===== src/rtl/regfile_mp.sv =====
// Multi-port integer register file with hardwired-zero entry 0,
// same-cycle write-to-read bypass and a sequenced initialisation engine
// that loads every entry with zero or its own index after reset or on request.
module regfile_mp #(
  parameter int XLEN      = 32,
  parameter int NREGS     = 32,
  parameter int AW        = $clog2(NREGS),
  parameter int NRD       = 2,
  parameter int NWR       = 2,
  parameter int INIT_MODE = 1
) (
  input  logic                clk,
  input  logic                rst_n,
  input  logic                init_req,
  output logic                ready,
  input  logic [NWR-1:0]      we,
  input  logic [NWR*AW-1:0]   waddr,
  input  logic [NWR*XLEN-1:0] wdata,
  input  logic [NRD*AW-1:0]   raddr,
  output logic [NRD*XLEN-1:0] rdata,
  output logic                wr_conflict
);

  typedef enum logic {
    ST_INIT = 1'b0,
    ST_RUN  = 1'b1
  } state_e;

  localparam logic [AW-1:0] LAST_IDX = AW'(NREGS - 1);

  state_e          state_q, state_d;
  logic [AW-1:0]   cnt_q, cnt_d;
  logic            ready_q, ready_d;
  logic            wr_conflict_q, wr_conflict_d;
  logic            collide;
  logic [XLEN-1:0] init_val;
  logic [XLEN-1:0] mem_q [NREGS];
  logic [XLEN-1:0] mem_d [NREGS];

  assign ready       = ready_q;
  assign wr_conflict = wr_conflict_q;

  // Value loaded into the entry currently addressed by the init counter.
  always_comb begin
    init_val = '0;
    if (INIT_MODE == 1) init_val = XLEN'(cnt_q);
  end

  // Detect two or more enabled write ports aimed at the same nonzero entry.
  always_comb begin
    collide = 1'b0;
    for (int i = 0; i < NWR; i++) begin
      for (int j = i + 1; j < NWR; j++) begin
        if (we[i] && we[j] && (waddr[i*AW +: AW] == waddr[j*AW +: AW]) &&
            (waddr[i*AW +: AW] != '0)) begin
          collide = 1'b1;
        end
      end
    end
  end

  // Control FSM: walk the init counter through every entry, then serve writes.
  always_comb begin
    state_d       = state_q;
    cnt_d         = cnt_q;
    ready_d       = ready_q;
    wr_conflict_d = 1'b0;
    case (state_q)
      ST_INIT: begin
        ready_d = 1'b0;
        cnt_d   = cnt_q + 1'b1;
        if (cnt_q == LAST_IDX) begin
          state_d = ST_RUN;
          ready_d = 1'b1;
        end
      end
      ST_RUN: begin
        ready_d       = 1'b1;
        wr_conflict_d = collide;
        if (init_req) begin
          state_d = ST_INIT;
          cnt_d   = '0;
          ready_d = 1'b0;
        end
      end
      default: begin
        state_d = ST_INIT;
        cnt_d   = '0;
        ready_d = 1'b0;
      end
    endcase
  end

  // Control registers; storage is deliberately left out of reset.
  always_ff @(posedge clk or negedge rst_n) begin
    if (!rst_n) begin
      state_q       <= ST_INIT;
      cnt_q         <= '0;
      ready_q       <= 1'b0;
      wr_conflict_q <= 1'b0;
    end else begin
      state_q       <= state_d;
      cnt_q         <= cnt_d;
      ready_q       <= ready_d;
      wr_conflict_q <= wr_conflict_d;
    end
  end

  // Next storage contents; ascending port order lets the highest port win.
  always_comb begin
    mem_d = mem_q;
    if (state_q == ST_INIT) begin
      mem_d[cnt_q] = init_val;
    end else begin
      for (int j = 0; j < NWR; j++) begin
        if (we[j] && (waddr[j*AW +: AW] != '0)) begin
          mem_d[waddr[j*AW +: AW]] = wdata[j*XLEN +: XLEN];
        end
      end
    end
  end

  // Storage array update.
  always_ff @(posedge clk) begin
    mem_q <= mem_d;
  end

  // Combinational read ports with zero entry and highest-port write bypass.
  always_comb begin
    rdata = '0;
    for (int k = 0; k < NRD; k++) begin
      if ((state_q == ST_RUN) && (raddr[k*AW +: AW] != '0)) begin
        rdata[k*XLEN +: XLEN] = mem_q[raddr[k*AW +: AW]];
        for (int j = 0; j < NWR; j++) begin
          if (we[j] && (waddr[j*AW +: AW] == raddr[k*AW +: AW])) begin
            rdata[k*XLEN +: XLEN] = wdata[j*XLEN +: XLEN];
          end
        end
      end
    end
  end

endmodule


===== config.mk =====
export PLATFORM = sky130hd
export DESIGN_NAME = regfile_mp
export DESIGN_NICKNAME = d
export VERILOG_FILES = /design/src/rtl/regfile_mp.sv
export SDC_FILE = /design/constraint.sdc
export NUM_CORES = 2
export LEC_CHECK = 0
export BUFFER_PORTS_ARGS = -buffer_cell sky130_fd_sc_hd__buf_2
export CAP_MARGIN = 10
export CORE_MARGIN = 2
export CORE_UTILIZATION = 43
export DETAILED_ROUTE_END_ITERATION = 7
export GPL_TIMING_DRIVEN = 1
export SLEW_MARGIN = 20
export SYNTH_ARGS = -nofsm -noshare
export SYNTH_HDL_FRONTEND = slang
export SYNTH_SLANG_ARGS = --single-unit

===== constraint.sdc =====
create_clock -name clk -period 3.1 [get_ports clk]
set_input_delay 0.31 -clock clk [delete_from_list [all_inputs] [get_ports clk]]
set_output_delay 0.31 -clock clk [all_outputs]
set_load 0.005 [all_outputs]

### Yosys cells after proc, flatten, opt, wreduce, memory -nomap -nowiden

Index checks and enable logic that the tools add are counted.

| storage, ports and cells | value |
|---|---|
| bits of input ports | 89 |
| word-level logic and storage cells | 107 |
| output and inout bits | 66 |
| flip-flop bits (word level) | 1,031 |

| cells by class | value |
|---|---|
| multiplexer cells | 32 |
| magnitude comparators | 8 |
| equality and inequality tests | 7 |
| bitwise logic cells | 6 |
| $add $sub $neg | 1 |
| reductions and logical operators | 18 |

Operators by type and width:

| cell | count |
|---|---|
| $mux 1024 | 4 |
| $bwmux 1024 | 3 |
| $demux 32 s5 | 3 |
| $mux 32 | 13 |
| $bmux 32 s5 | 2 |
| $ge 6x6->1 const B | 5 |
| $not 5->6 | 5 |
| $eq 5x5->1 | 5 |
| $reduce_bool 5->1 | 4 |
| $lt 6x1->1 const B | 3 |
| $logic_and 1x1->1 | 14 |
| $pmux 5 s2 | 1 |
| $add 5x1->5 const B | 1 |
| $eq 5x5->1 const B | 1 |
| $mux 5 | 1 |
| $mux 1 | 4 |
| $ne 2x2->1 const B | 1 |
| $pmux 1 s2 | 1 |
| $not 1->1 | 1 |

### Longest topological paths before layout

| logic depth | value |
|---|---|
| word-level depth | 11 |
| mapped depth | 10 |
| depth with buffers taken out | 6 |

### Least setup slack after synthesis

Ideal clock, no wire load.

| timing | value |
|---|---|
| kind | register -> register |
| from | register cnt_q[0] |
| to | register mem_q[608] in the netlist's numbering (enable) |
| cell stages (with the launch flop) | 7 |
| path buffers | 2 |
| arrival | 2,702 ps |
| period minus slack after synthesis | 3,130 ps |
| library setup time | 428 ps |
| required time | 2,672 ps |
| path slack | -30 ps |
| path through | dfrtp_1 > clkbuf_1 > inv_1 > ha_1 > clkbuf_1 > nand2_1 > o21bai_1 |

| between the ends | value |
|---|---|
| longest elaborated chain between the ends | 7 |
| elaborated cells on any way between the ends | 8 |
| those cells by class | order compare: 2; mux: 4; bitwise: 1; reduce/logical: 1 |

Ends and longest elaborated chain:

| element | RTL line | source |
|---|---|---|
| start, declared | 32 | `logic [AW-1:0] cnt_q, cnt_d;` |
| start signal, assigned | 103 | `cnt_q <= cnt_d;` |
| $not 5->6 (implied by the code) | 113 | `mem_d[cnt_q] = init_val;` |
| $ge 6x6->1 (implied by the code) / $lt 6x1->1 (equally long branches) | 113 |  |
| $logic_and 1x1->1 (implied by the code) | 113 |  |
| $mux 32 (implied by the code) | 113 |  |
| $demux 32 s5 | 113 |  |
| $bwmux 1024 (*) | 113 |  |
| $mux 1024 (*) | 112 | `if (state_q == ST_INIT) begin` |
| end signal, assigned | 125 | `mem_q <= mem_d;` |
| end, declared | 37 | `logic [XLEN-1:0] mem_q [NREGS];` |

Mark *: on every way between the ends. The rest lies on a longest branch, timed or not.
A chain may end at the register's enable or synchronous reset.

### Final worst setup path

| timing | value |
|---|---|
| from | input port waddr[7] |
| to | output port rdata[49] |

| between the ends | value |
|---|---|
| longest elaborated chain between the ends | 4 |

Ends and longest elaborated chain:

| element | RTL line | source |
|---|---|---|
| start, declared | 17 | `input logic [NWR*AW-1:0] waddr,` |
| $eq 5x5->1 | 135 | `if (we[j] && (waddr[j*AW +: AW] == raddr[k*AW +: AW])) begin` |
| $logic_and 1x1->1 | 135 |  |
| $mux 32 | 135 |  |
| $mux 32 | 132 | `if ((state_q == ST_RUN) && (raddr[k*AW +: AW] != '0)) begin` |
| end, declared | 20 | `output logic [NRD*XLEN-1:0] rdata,` |

No other way between the ends.

==> results.md <==
* Failing checks: negative setup slack
* Min-delay worst type: input port to flop
* CTS buffer count at 131
* Yosys Warn Count at 0
* Min cycle time layout at about 3.2 ns
* Gr usage total at 36.79%
* Reg2reg path depth at 7
* Critical Path AT at 2.92 ns
* Clock Latency Late Sink at 0.81 ns
* CP top delay family: buffers and inverters
* Power Total at 55620 uW
* Async S/R FF share, synth at 0.6790%
* Pins Over Slew Limit at 0
* Worst R2R Start: cnt_q[1]
* Routed length per instance at approximately 37 um
* Total grt overflow at 0
* GPL Wtd Cong at 0.9948
* Top cells by area, synth: edfxtp_1 (40%), mux2i_1 (13%), o211a_1 (10%)
* Initial DRC count at 11640
* Initial antenna violation count at 19
* VDD IR max at 0.6184 mV
* Worst setup SP type: input port
* Most frequent cells in the layout: nand2_1 (1136), mux2i_1 (1032), edfxtp_1 (1024), o211a_1 (810), nand3_1 (471)
* Antenna-violating nets left at 0
* RSZ-0062 raised after global routing: true
* Die height at 428.2 um
* Yosys top cell area share at 39.73%
* Rows at 155
* Number of synthesized flops with an enable pin at roughly 1000
* Area Overhead vs Synth at 13.20%
* Slew @ Worst Pin at 1.146 ns
* TritonCTS clock tree: done
* Mean Syn Cell Area at ~11 um2
* Slew HR at about a quarter
* IO Count at 155
* Die Area at about 180000 um2
* Status: finished with violations
* WHS at 0.06617 ns
* Critical path fanouts, max at 12
* Clock Sinks at 1031
* Yosys cell types at 64
* MaxCap Viol Count at 0
* PortBufs at 154
* WP buf/inv at 5
* Worst EP required at around 2.8 ns
* Post-Route WL at 349.1 mm
* Clock slew at reported path FFs at 0.06 ns
* Core area at 178600 um2
* Yosys reg bits at between 1000 and 1500
* Layout cells sized above 1 at between 10% and 20%
* Ys flop type: edfxtp_1
* Initial core utilization at 43.33%
* Max Freq at 0.3093 GHz
* Cell area after synthesis at a little under 80000 um2
* Most common cell after layout, fill and taps aside: nand2_1
* H-tree depth at 4
* Final setup fails at 14
* Setup CP Type: input port to primary output
* Placed insts at about 9300
* Crit path largest cell delay at approximately 0.42 ns
* Final net count at 7160
* Routed vias/inst at approximately 7.2
* Critical Path Start: waddr[7]
* Post-synthesis sequential area ratio at between 30% and 40%
* Fin crit share at 104.3%
* DR vias at 69060
* Pre-Repair DR Iteration Count at 7
* Filler cells at 15970
* First-pass GRT wire length at 490.2 mm
* Worst setup margin at -0.1333 ns
* Post-route insts no fill at 9540
* Worst R2R End: mem_q[884]
* Power Density at 634.9 nW/um2
* Chip Width at 428.2 um
* Post-Syn Nets at 7324
* Final Hold Vio Count at 0
* Synthesized netlist cell count at between 7000 and 8000
* Largest net degree at the start of global routing at roughly 180
* Lkg Pwr at 0.04063 uW
* Clk buf depth at 3
* Skew final at between 0.02 and 0.03 ns
* Leading area contributor after synthesis: edfxtp_1
* Crit-path slowest cell: nor4_2
* Number of global-route vias before repair at between 60000 and 70000
* Remaining DRCs at 0
* Post-DP HPWL at 220.7 mm
* CP Depth at 10
* Setup crit end: rdata[49]
* CP Capture Type: primary output
* Root buf cell: clkbuf_16
* Worst path cell trace: buf_2, xor2_1, nor4_2, and3_2, buf_4, inv_1, nand3_2, buf_4, o221ai_1, buf_2
* Worst reg2reg setup slack at 0.39 ns
==> worst min-delay path by stage <==
stage,startpoint,endpoint,slack (ns),cells after the start
2_1_floorplan,rst_n,cnt_q[0],0.01,0
3_3_place_gp,rst_n,cnt_q[3],0.15,1
3_5_place_dp,rst_n,cnt_q[3],0.16,1
4_1_cts,wdata[16],mem_q[496],0.04,4
5_1_grt,wdata[16],mem_q[496],0.06,4
6_report,wdata[16],mem_q[496],0.07,4
==> power breakdown <==
group	leakage (uW)	internal [uW]	total [uW]	switching [uW]
combinational	0.0290	6860	18300	11400
clock	0.00198	8620	15200	6600
sequential	0.00968	19700	22100	2400
total	0.0406	35200	55600	20400
==> through the flow <==
| stage | TNS [ns] | worst slack, ns | util (%) | instance area, um2 |
|---|---|---|---|---|
| floorplan | 0 | 0.5798 | - | 77400 |
| global placement | -2.444 | -0.4148 | 46.40 | 82880 |
| detailed placement | -1.930 | -0.3929 | 46.40 | 82880 |
| global route | -0.3743 | -0.07330 | 49.04 | 87580 |
| finish | -0.6048 | -0.1333 | 49.05 | 87610 |
| CTS | -0.4652 | -0.08056 | 48.89 | 87320 |
==> synthesized netlist by cell type, types with 17 or more instances <==
library cell / count
xor2_1: 17
nand2_1: 1174
and3_1: 68
a22oi_1: 63
o211ai_1: 50
buf_4: 94
o21ai_1: 94
nor2_1: 79
o21ai_0: 221
and2_1: 38
a21o_1: 17
mux2i_1: 1032
mux4_2: 358
o221ai_1: 217
o22ai_1: 96
nand2b_1: 29
a21oi_1: 119
a22o_1: 30
clkbuf_1: 726
buf_2: 117
a211o_1: 31
clkinv_1: 31
nand3_1: 478
a211oi_1: 32
o211a_1: 810
edfxtp_1: 1024
buf_1: 29
==> registers in the layout (all words and copies together), names as in the netlist <==
signal       flops
wr_conflict      1
mem_q         1024
ready            1
cnt_q            5
==> metal layers <==
layer	GRT usage [%]	up-vias	part of all wire [%]
li1	-	27790	-
met1	46.98	34280	36
met2	53.69	5763	42
met3	10.04	1225	14
met4	26.54	2	8.4
met5	0	-	0.0037
==> timing repair <==
| action | CTS | global route |
|---|---|---|
| setup buffers | 15 | 12 |
| endpoints found under the setup margin | 43 | 36 |
| pin swaps | 5 | 12 |
| hold buffers | 4 | 0 |
| resized for setup | 44 | 29 |
| hold endpoints to repair | 14 | 0 |
| gates cloned | 1 | 0 |
==> logic make-up (layout without fill, tap and decap cells) <==
logic type / Yosys count / after routing / synth area share, %
AOI/OAI and AO/OA: 1805 / 1805 / 19.06
xor gates and xnor gates: 27 / 27 / 0.3055
adders and majority gates: 5 / 5 / 0.08084
buffers and inverters: 1020 / 953 / 5.688
DFF: 1031 / 1031 / 39.96
muxes: 1397 / 1397 / 23.87
other: 0 / 22 / 0
and+or+nand+nor: 1945 / 1945 / 11.04
==> worst register-to-register path: stages, from the launching register on <==
cell     delay [ns]
dfrtp_1        0.49
inv_1          0.15
ha_1           0.56
nand2_1        0.26
nor3_1         0.19
buf_4          0.16
or2_2          0.20
buf_12         0.26
==> final cells by class <==
cell class	count	area [um2]	share of cell area, %
multi-input cells	5179	42820	48.88
flip-flops and latches	1031	30930	35.30
repair buffers	681	6618	7.554
clock buffers	173	3582	4.089
well taps	2355	2947	3.363
clock inverters	57	485.5	0.5541
inverters	42	170.2	0.1942
diodes	22	55.05	0.06284
Note: power is estimated with default switching activity, not from simulation.
